File: config.mk
export PLATFORM = sky130hd
export DESIGN_NAME = hilo_muldiv_unit_flat
export DESIGN_NICKNAME = d
export VERILOG_FILES = /design/src/rtl/hilo_muldiv_unit_if.sv /design/src/rtl/hilo_muldiv_unit.sv /design/src/flat_wrapper.sv
export SDC_FILE = /design/constraint.sdc
export NUM_CORES = 1
export LEC_CHECK = 0
export ABC_AREA = 1
export BUFFER_PORTS_ARGS = -buffer_cell sky130_fd_sc_hd__buf_2
export CAP_MARGIN = 20
export CORE_AREA = 2 2 265 189
export DETAILED_ROUTE_END_ITERATION = 8
export DIE_AREA = 0 0 267 191
export GPL_ROUTABILITY_DRIVEN = 0
export PLACE_DENSITY_LB_ADDON = 0.2
export SYNTH_ARGS = -nofsm -noshare
export SYNTH_HDL_FRONTEND = slang
export SYNTH_SLANG_ARGS = --single-unit
File: constraint.sdc
create_clock -name clk -period 8.7 [get_ports clk]
set_input_delay 1.74 -clock clk [delete_from_list [all_inputs] [get_ports clk]]
set_output_delay 1.74 -clock clk [all_outputs]
set_load 0.01 [all_outputs]
File: src/rtl/hilo_muldiv_unit_if.sv
// Request/response bundle between the EX stage and the HI/LO multiply unit.
interface hilo_muldiv_unit_if #(parameter int WIDTH = 32);
  logic             start;
  logic [1:0]       op;
  logic [WIDTH-1:0] rs_val;
  logic [WIDTH-1:0] rt_val;
  logic             mf_req;
  logic             hi_or_lo;
  logic [WIDTH-1:0] rd_data;
  logic [WIDTH-1:0] hi;
  logic [WIDTH-1:0] lo;
  logic             busy;
  logic             done;
  logic             stall;

  modport master (
    output start, op, rs_val, rt_val, mf_req, hi_or_lo,
    input  rd_data, hi, lo, busy, done, stall
  );

  modport slave (
    input  start, op, rs_val, rt_val, mf_req, hi_or_lo,
    output rd_data, hi, lo, busy, done, stall
  );
endinterface

File: src/rtl/hilo_muldiv_unit.sv
// Iterative shift-add MULTU/MADDU unit holding the architectural HI/LO pair.
// Also services MTHI/MTLO writes and MFHI/MFLO reads, stalling ID/EX while busy.
module hilo_muldiv_unit #(
  parameter int WIDTH = 32
) (
  input  logic                clk,
  input  logic                rst,
  hilo_muldiv_unit_if.slave   bus
);
  localparam int W2 = 2 * WIDTH;
  localparam int CW = $clog2(WIDTH);
  localparam logic [CW-1:0] LAST_CNT = CW'(WIDTH - 1);

  localparam logic [0:0] S_IDLE = 1'b0;
  localparam logic [0:0] S_MUL  = 1'b1;

  logic [0:0]       r_state;
  logic [W2-1:0]    r_mcand;
  logic [WIDTH-1:0] r_mplier;
  logic [W2-1:0]    r_prod;
  logic [CW-1:0]    r_cnt;
  logic             r_acc;
  logic [WIDTH-1:0] r_hi;
  logic [WIDTH-1:0] r_lo;
  logic             r_done;

  logic [W2-1:0]    w_sum;
  logic [W2-1:0]    w_res;
  logic             w_busy;

  // Sum including the current partial term; on the last step this is the full product.
  assign w_sum  = r_prod + (r_mplier[0] ? r_mcand : '0);
  assign w_res  = r_acc ? ({r_hi, r_lo} + w_sum) : w_sum;
  assign w_busy = (r_state != S_IDLE);

  always_ff @(posedge clk) begin
    if (rst) begin
      r_state  <= S_IDLE;
      r_mcand  <= '0;
      r_mplier <= '0;
      r_prod   <= '0;
      r_cnt    <= '0;
      r_acc    <= 1'b0;
      r_hi     <= '0;
      r_lo     <= '0;
      r_done   <= 1'b0;
    end else begin
      r_done <= 1'b0;
      case (r_state)
        S_IDLE: begin
          if (bus.start) begin
            if (!bus.op[1]) begin
              r_mcand  <= {{WIDTH{1'b0}}, bus.rs_val};
              r_mplier <= bus.rt_val;
              r_acc    <= bus.op[0];
              r_prod   <= '0;
              r_cnt    <= '0;
              r_state  <= S_MUL;
            end else if (bus.op[0]) begin
              r_lo <= bus.rs_val;
            end else begin
              r_hi <= bus.rs_val;
            end
          end
        end
        S_MUL: begin
          r_prod   <= w_sum;
          r_mcand  <= r_mcand << 1;
          r_mplier <= r_mplier >> 1;
          r_cnt    <= r_cnt + 1'b1;
          if (r_cnt == LAST_CNT) begin
            {r_hi, r_lo} <= w_res;
            r_done       <= 1'b1;
            r_state      <= S_IDLE;
          end
        end
        default: r_state <= S_IDLE;
      endcase
    end
  end

  assign bus.rd_data = bus.hi_or_lo ? r_hi : r_lo;
  assign bus.hi      = r_hi;
  assign bus.lo      = r_lo;
  assign bus.busy    = w_busy;
  assign bus.done    = r_done;
  assign bus.stall   = w_busy & (bus.start | bus.mf_req);
endmodule
File: src/flat_wrapper.sv
// flat-port wrapper written by rule: the top's interface ports become plain ports
module hilo_muldiv_unit_flat 
#(
  parameter int WIDTH = 32
)
  (clk, rst, bus_start, bus_op, bus_rs_val, bus_rt_val, bus_mf_req, bus_hi_or_lo, bus_rd_data, bus_hi, bus_lo, bus_busy, bus_done, bus_stall);
  hilo_muldiv_unit_if #(.WIDTH(WIDTH)) bus_i ();
  input  logic clk;
  input  logic rst;
  input wire logic [$bits(bus_i.start)-1:0] bus_start;
  input wire logic [$bits(bus_i.op)-1:0] bus_op;
  input wire logic [$bits(bus_i.rs_val)-1:0] bus_rs_val;
  input wire logic [$bits(bus_i.rt_val)-1:0] bus_rt_val;
  input wire logic [$bits(bus_i.mf_req)-1:0] bus_mf_req;
  input wire logic [$bits(bus_i.hi_or_lo)-1:0] bus_hi_or_lo;
  output wire logic [$bits(bus_i.rd_data)-1:0] bus_rd_data;
  output wire logic [$bits(bus_i.hi)-1:0] bus_hi;
  output wire logic [$bits(bus_i.lo)-1:0] bus_lo;
  output wire logic [$bits(bus_i.busy)-1:0] bus_busy;
  output wire logic [$bits(bus_i.done)-1:0] bus_done;
  output wire logic [$bits(bus_i.stall)-1:0] bus_stall;
  assign bus_i.start = bus_start;
  assign bus_i.op = bus_op;
  assign bus_i.rs_val = bus_rs_val;
  assign bus_i.rt_val = bus_rt_val;
  assign bus_i.mf_req = bus_mf_req;
  assign bus_i.hi_or_lo = bus_hi_or_lo;
  assign bus_rd_data = bus_i.rd_data;
  assign bus_hi = bus_i.hi;
  assign bus_lo = bus_i.lo;
  assign bus_busy = bus_i.busy;
  assign bus_done = bus_i.done;
  assign bus_stall = bus_i.stall;
  hilo_muldiv_unit #(.WIDTH(WIDTH)) u_core (.clk(clk), .rst(rst), .bus(bus_i));
endmodule
# == Yosys cells after proc, flatten, opt, wreduce, memory -nomap -nowiden ==
# Cells that the tools add are included.
# op_classes
addsub,3
n_eq_ne,7
n_mux,30
bitwise,4
n_reduce_logical,5
# op_table
op,n
64-bit two-way mux,6
32-bit two-way mux,11
64-bit case mux with 2 select lines,2
32-bit case mux with 2 select lines,3
64-bit adder,2
2-bit != test (second input constant),6
5-bit two-way mux,2
5-bit case mux with 2 select lines,1
4-bit AND reduction,2
5-bit by 1-bit adder with 5-bit output (second input constant),1
5-bit equality test (second input constant),1
1-bit two-way mux,4
3-bit AND reduction,1
1-bit NOT,2
1-bit case mux with 2 select lines,1
2-bit AND reduction,1
2-bit OR reduction,1
1-bit AND,1
1-bit bitwise OR,1
# word_totals
ff_bits,232
output_inout_bits,99

# == Logic depth before layout (Yosys ltp) ==
# Gate-level depths: netlist of the first run.
# depth
depth_word,6
ltp_mapped,36

# == Least setup slack after synthesis of the first run ==
# No wires, ideal clock.
# synth_path
kind,input to output
startpoint,input bus_hi_or_lo
endpoint,output bus_rd_data[10]
arrival_ns,2.749
path_slack_ns,4.211
path_stages,3
cell_sequence,clkbuf_1 clkbuf_1 mux2_2
# synth_between
elab_chain_len,1
# synth_lines
item,line_no,text
"start, declared",flat_wrapper.sv:15,input wire logic [$bits(bus_i.hi_or_lo)-1:0] bus_hi_or_lo;
32-bit two-way mux,hilo_muldiv_unit.sv:82,assign bus.rd_data = bus.hi_or_lo ? r_hi : r_lo;
"end, declared",flat_wrapper.sv:16,output wire logic [$bits(bus_i.rd_data)-1:0] bus_rd_data;
# Every way passes these cells.

# == Worst setup path in the final report of the first run ==
# layout_path
startpoint,register u_core.r_mplier[0]
endpoint,register u_core.r_hi[5] (netlist: u_core.bus.hi[5])
# layout_between
elab_chain_len,6
# layout_lines
item,line_no,text
"start, declared",hilo_muldiv_unit.sv:19,logic [WIDTH-1:0] r_mplier;
"start signal, assigned",hilo_muldiv_unit.sv:54,r_mplier <= bus.rt_val;
"start signal, assigned",hilo_muldiv_unit.sv:69,r_mplier <= r_mplier >> 1;
64-bit two-way mux *,hilo_muldiv_unit.sv:32,assign w_sum = r_prod + (r_mplier[0] ? r_mcand : '0);
64-bit adder *,hilo_muldiv_unit.sv:32,
64-bit adder,hilo_muldiv_unit.sv:33,"assign w_res = r_acc ? ({r_hi, r_lo} + w_sum) : w_sum;"
64-bit two-way mux *,hilo_muldiv_unit.sv:33,
32-bit two-way mux *,hilo_muldiv_unit.sv:71,if (r_cnt == LAST_CNT) begin
32-bit case mux with 2 select lines *,hilo_muldiv_unit.sv:49,case (r_state)
"end signal, assigned",hilo_muldiv_unit.sv:62,r_hi <= bus.rs_val;
"end signal, assigned",hilo_muldiv_unit.sv:72,"{r_hi, r_lo} <= w_res;"
"end, declared",hilo_muldiv_unit.sv:23,logic [WIDTH-1:0] r_hi;
# Mark *: on every way between the ends. The rest lies on a longest branch, timed or not. The select of a mux whose other input is x is not followed.
# A chain may end at the register's enable or synchronous reset.

==> results of run 1 <==
[routing by layer]
layer / vias to the layer above / share of wire, % / global-route usage, %
met5: - / 0.22 / 1.16
li1: 11600 / - / -
met1: 10700 / 44 / 48.2
met2: 1426 / 37 / 44.2
met4: 8 / 3.5 / 10.2
met3: 167 / 15 / 12.7
[worst min-delay path by stage]
| stage | end | cells after the start |
|---|---|---|
| after floorplan | u_core.r_mplier[31] | 2 |
| after global placement | u_core.r_mplier[31] | 2 |
| after detailed placement | u_core.r_cnt[4] | 2 |
| after CTS | u_core.r_cnt[4] | 2 |
| after global routing | u_core.r_mcand[63] | 2 |
| final | u_core.r_mplier[19] | 2 |
[worst max-delay path, delay by kind of cell, from the launching register on]
family                     cells  cell delay, ns
AOI/OAI and AO/OA              1            0.22
adders and majority gates      3            0.84
buffers and inverters          5            0.37
DFF                            1            0.74
and+or+nand+nor               22            3.38
[through the flow]
| stage | setup WS, ns | total power, µW |
|---|---|---|
| 2_1_floorplan | 4.21 | 1430 |
| 3_3_place_gp | 3.49 | 1620 |
| 3_5_place_dp | 3.52 | 1620 |
| 4_1_cts | 3.47 | 2870 |
| 5_1_grt | 2.81 | 2960 |
| 6_report | 3.05 | 2870 |
[state kept, by name, indices dropped and copies added, names as in the netlist]
name             cells
u_core.r_acc         1
u_core.bus.lo       32
u_core.bus.done      1
u_core.r_mplier     32
u_core.r_prod       64
u_core.r_cnt         5
u_core.r_mcand      64
u_core.bus.hi       32
u_core.bus.busy      1
[cells by family after synthesis]
group	after synthesis	synth area share (%)
and+or+nand+nor	1860	37.1
buffers and inverters	663	12.2
AOI/OAI and AO/OA	622	16.2
DFF	232	22.5
adders and majority gates	130	7.97
xor gates and xnor gates	54	2.40
muxes	29	1.59
[synthesized netlist by cell type]
cell / n / area, µm²
o211ai_1: 2 / 15.0
clkbuf_1: 85 / 319
a21o_1: 7 / 52.6
a211oi_1: 1 / 7.51
fa_1: 2 / 40.0
nand2_1: 1218 / 4570
o21bai_1: 24 / 180
xor2_1: 44 / 385
clkinv_1: 2 / 7.51
a21oi_2: 2 / 17.5
and2_1: 1 / 6.26
nand4_1: 20 / 125
nor2_1: 327 / 1230
nor4_1: 5 / 31.3
o21a_1: 1 / 7.51
o221ai_1: 8 / 70.1
nor4_2: 4 / 50.1
nand3b_1: 5 / 37.5
nor2_2: 25 / 156
buf_2: 16 / 80.1
inv_1: 531 / 1990
nor3_2: 4 / 40.0
xor2_2: 3 / 48.8
nor2_4: 8 / 90.1
inv_2: 19 / 71.3
a221oi_1: 2 / 17.5
xnor2_1: 7 / 61.3
nand3_2: 4 / 40.0
o21ai_1: 9 / 45.0
a21oi_1: 329 / 1650
o21ai_0: 159 / 796
nand3_1: 191 / 956
mux2_2: 29 / 327
buf_1: 10 / 37.5
and3_1: 2 / 12.5
a31oi_1: 66 / 413
ha_1: 128 / 1600
nand2_2: 28 / 175
nor3_1: 16 / 80.1
nor4_4: 2 / 42.5
o22ai_1: 12 / 75.1
dfxtp_1: 232 / 4640
[cell type report]
class / count / share of cell area [%]
Antenna cell: 1 / 0.0109
Inverter: 552 / 9.05
Tap cell: 665 / 3.63
Sequential cell: 232 / 20.3
Timing Repair Buffer: 183 / 4.16
Multi-Input combinational cell: 2695 / 58.7
Clock buffer: 37 / 3.29
Clock inverter: 9 / 0.830
[power breakdown]
part	total, µW	switching (µW)	internal, µW
clock	1260	506	752
sequential	1190	79.4	1110
combinational	426	294	132
total	2870	880	1990
==> results.md, run 1 <==
* Status: completed
* Multi-input logic area at 0.0135 mm²
* Critical Path Max Stage Delay at 0.74 ns
* Clock Latency Late Sink at 0.60 ns
* Post-cts hold buffer count at 0
* Routed WL at 88000 µm
* Setup Viol. Count Final at 0
* Root Buffer: clkbuf_16
* Pleak at 0.0116 µW
* Fin util at 47.2%
* CP max FO at 30
* Hold wc startpoint: u_core.r_mplier[20]
* Post-layout min period at 5.65 ns
* Placed Instance Area at 0.0220 mm²
* Commonest cells after routing, fill and taps aside: nand2_1, inv_1, a21oi_1, nor2_1, dfxtp_1
* R2R cell count at 31
* Max clock buf depth at 3
* HP Class: reg -> reg
* Syn Inst Count at 3590
* Setup bufs post-CTS at 0
* Relative slew slack at 26.6%
* Post-route DRC at 0
* WL/cell at 20.1 µm
* Critical path class: reg -> reg
* Top Ports at 170
* CP endpoint: u_core.bus.hi[5]
* Most common cell on crit path: nand2_1
* I/O Buffers at 169
* Synth-to-layout area growth at 11.2%
* R2r startpoint: u_core.r_mplier[0]
* Crit share post-route at 64.9%
* Post-Syn Area per Cell at 5.74 µm²
* Total Neg Setup Slack at 0 ns
* Initial Utilization at 42.4%
* CP max-delay cell: dfxtp_2
* Number of max-slew violations in the final report at 0
* CP startpoint: u_core.r_mplier[0]
* Row cnt at 68
* VDD IR-drop max at 0.145 mV
* Antenna violation net count after detailed routing at 0
* Total die area at 0.0510 mm²
* DR pass1 iterations at 7
* PwrDens at 125 mW/mm²
* Area of the core at 0.0486 mm²
* Final hold slack at 0.467 ns
* Worst-Margin Slew at 1.10 ns
* First-pass GRT wire length at 128000 µm
* Share of cells above drive strength 1 at 9.60%
* Syn Nets at 3791
* Reg2reg end: u_core.bus.hi[5]
* Commonest non-fill, non-tap cell in the layout: nand2_1
* H-tree depth at 1
* Maxcap violations at 0
* Critical Path RT at 9.22 ns
* Post-placement cell count at 4327
* Drt via density at 5.46
* Vias in the first global route at 20400
* Largest net degree at the start of global routing at 84
* Final clock skew at 0.0228 ns
* Die Y at 191 µm
* Vias post-DR at 23900
* PostCTS Resize Cnt at 0
* Synth Warn # at 0
* Detailed Place HPWL at 69900 µm
* DRT iter0 DRCs at 3286
* Hold Fails Final Rpt at 0
* Cell area after layout at 0.0229 mm²
* Final net count at 3892
* Setup slack, reg-to-reg at 3.05 ns
* Cts bufs inserted at 27
* Fillers at 5297
* Crit path DAT at 6.17 ns
* Register area share after synthesis at 22.5%
* Initial antenna violation count at 3
* Die Width at 267 µm
* Total grt overflow at 0
* Register area at 0.00465 mm²
* Synthesized area at 0.0206 mm²
* Total GRT Usage at 33.2%
* FF+latch count, synth at 232
* Unrepaired setup endpoints after global routing: no
* Fmax at 0.177 GHz
* CTS sink count at 232
* CTS tree: done
* CP Capture Type: flip-flop
* Fin cells at 4374
* Clock Pin Slew Worst Setup and Hold Paths at 0.06 ns
* Crit path launch type: flip-flop
* Unique masters post-synth at 42
Note: power is estimated with default switching activity, not from simulation.
==> run 2, diff against run 1 <==
Clock period 8.7 ns to 5.73 ns, I/O delays scaled along.
==> run 2 against run 1 <==
Non-clock buffer count is 3 higher. Register-to-register slack got worse by 2.5 ns. Worst hold slack about the same. Clock skew up 0.019 ns.
==> results.md, run 2 (same netlist as run 1, synthesis figures left out) <==
* Status: completed
* Post-layout min period at 5.16 ns
* Post-place setup slack at 0.873 ns
* Setup Viol. Count Final at 0
* Fmax at 0.194 GHz
* Max clock buf depth at 3
* Relative slew slack at 32.0%
* Top flop regs: u_core.r_mcand (64), u_core.r_prod (64)
* Commonest non-fill, non-tap cell in the layout: nand2_1
* VDD IR-drop max at 0.214 mV
* Cts bufs inserted at 26
* Unrepaired setup endpoints after global routing: no
* Post-route DRC at 0
* Critical Path Max Stage Delay at 0.42 ns
* Setup slack, reg-to-reg at 0.57 ns
* Pleak at 0.0116 µW
* Commonest cells after routing, fill and taps aside: nand2_1, inv_1, a21oi_1, nor2_1, dfxtp_1
* Largest net degree at the start of global routing at 154
* Root Buffer: clkbuf_16
* Clock Latency Late Sink at 0.60 ns
* Die Y at 191 µm
* Detailed Place HPWL at 70400 µm
* Post-placement cell count at 4330
* Hold Fails Final Rpt at 0
* Vias post-DR at 23700
* Drt via density at 5.42
* CP max FO at 29
* I/O Buffers at 169
* CTS sink count at 232
* R2r startpoint: u_core.r_mplier[0]
* Row cnt at 68
* Total grt overflow at 0
* First-pass GRT wire length at 129000 µm
* Clock Pin Slew Worst Setup and Hold Paths at 0.08 ns
* Final net count at 3894
* CP Capture Type: flip-flop
* Fin cells at 4378
* Synth-to-layout area growth at 11.2%
* DR pass1 iterations at 7
* Die Width at 267 µm
* H-tree depth at 1
* Critical path class: reg -> reg
* Antenna violation net count after detailed routing at 0
* HP Class: reg -> reg
* CP max-delay cell: fa_1
* Routed WL at 88300 µm
* Number of max-slew violations in the final report at 0
* Post-cts hold buffer count at 0
* Worst-Margin Slew at 1.02 ns
* Initial antenna violation count at 1
* Top Ports at 170
* Initial Utilization at 42.4%
* Reg2reg end: u_core.bus.hi[10]
* Total GRT Usage at 33.7%
* R2R cell count at 28
* Maxcap violations at 0
* CP startpoint: u_core.r_mplier[0]
* PostCTS Resize Cnt at 0
* PwrDens at 189 mW/mm²
* Area of the core at 0.0486 mm²
* Share of cells above drive strength 1 at 9.80%
* Final clock skew at 0.0419 ns
* CP endpoint: u_core.bus.hi[10]
* Most common cell on crit path: nand2_1
* Post-route setup slack at 0.574 ns
* Total Neg Setup Slack at 0 ns
* Setup bufs post-CTS at 0
* Vias in the first global route at 20500
* DRT iter0 DRCs at 3372
* Total die area at 0.0510 mm²
* CTS tree: done
* Fillers at 5394
* # diodes at 0
* Critical Path RT at 6.26 ns
* WL/cell at 20.2 µm
* Crit path launch type: flip-flop
* Crit path DAT at 5.69 ns
* Total design power at 4330 µW
* Crit share post-route at 90.0%
run 2: routing by layer:
layer	track usage, %	wire length, µm	up-vias
met3	11.9	12800	147
li1	-	-	11600
met1	48.7	38800	10600
met4	10.3	3000	2
met2	46.0	33700	1349
met5	0	7	-
run 2: area by class of cell:
cell class,instances,area [µm²],area share [%]
well taps,665,832,3.63
multi-input cells,2695,13500,58.7
inverters,552,2070,9.05
repair buffers,186,988,4.31
clock buffers,33,717,3.13
flip-flops and latches,232,4650,20.3
clock inverters,15,200,0.873
run 2: metrics by stage:
step                area, µm²  hold WS, ns  utilization (%)
finish                  22900        0.467             47.2
detailed placement      22000        0.455             45.3
global placement        22000        0.456             45.3
floorplan               20600        0.441                -
CTS                     22900        0.465             47.2
global route            22900        0.484             47.2
run 2: worst min-delay path by stage:
| stage | from | end | slack [ns] | cells after the start |
|---|---|---|---|---|
| floorplan | u_core.r_mplier[31] | u_core.r_mplier[31] | 0.44 | 2 |
| global placement | u_core.r_mplier[31] | u_core.r_mplier[31] | 0.46 | 2 |
| detailed placement | u_core.r_mplier[31] | u_core.r_mplier[31] | 0.45 | 2 |
| CTS | u_core.r_mplier[31] | u_core.r_mplier[31] | 0.46 | 2 |
| global route | u_core.r_prod[28] | u_core.r_prod[28] | 0.48 | 2 |
| finish | u_core.r_mplier[31] | u_core.r_mplier[31] | 0.47 | 2 |
run 2: power by group:
part	internal [µW]	total [µW]	switching (µW)	leakage, µW
registers	1680	1800	117	0.00189
logic	202	655	453	0.00928
clock network	1070	1880	807	0.000453
run 2: critical path: cells and delay by family (launching register included):
kind,cells,cell delay [ns]
AND/OR/NAND/NOR,18,2.83
adder cells (fa/ha/maj),3,0.92
buffers and inverters,5,0.57
flip-flops,1,0.33
AO/OA/AOI/OAI,1,0.22
XOR/XNOR,1,0.18
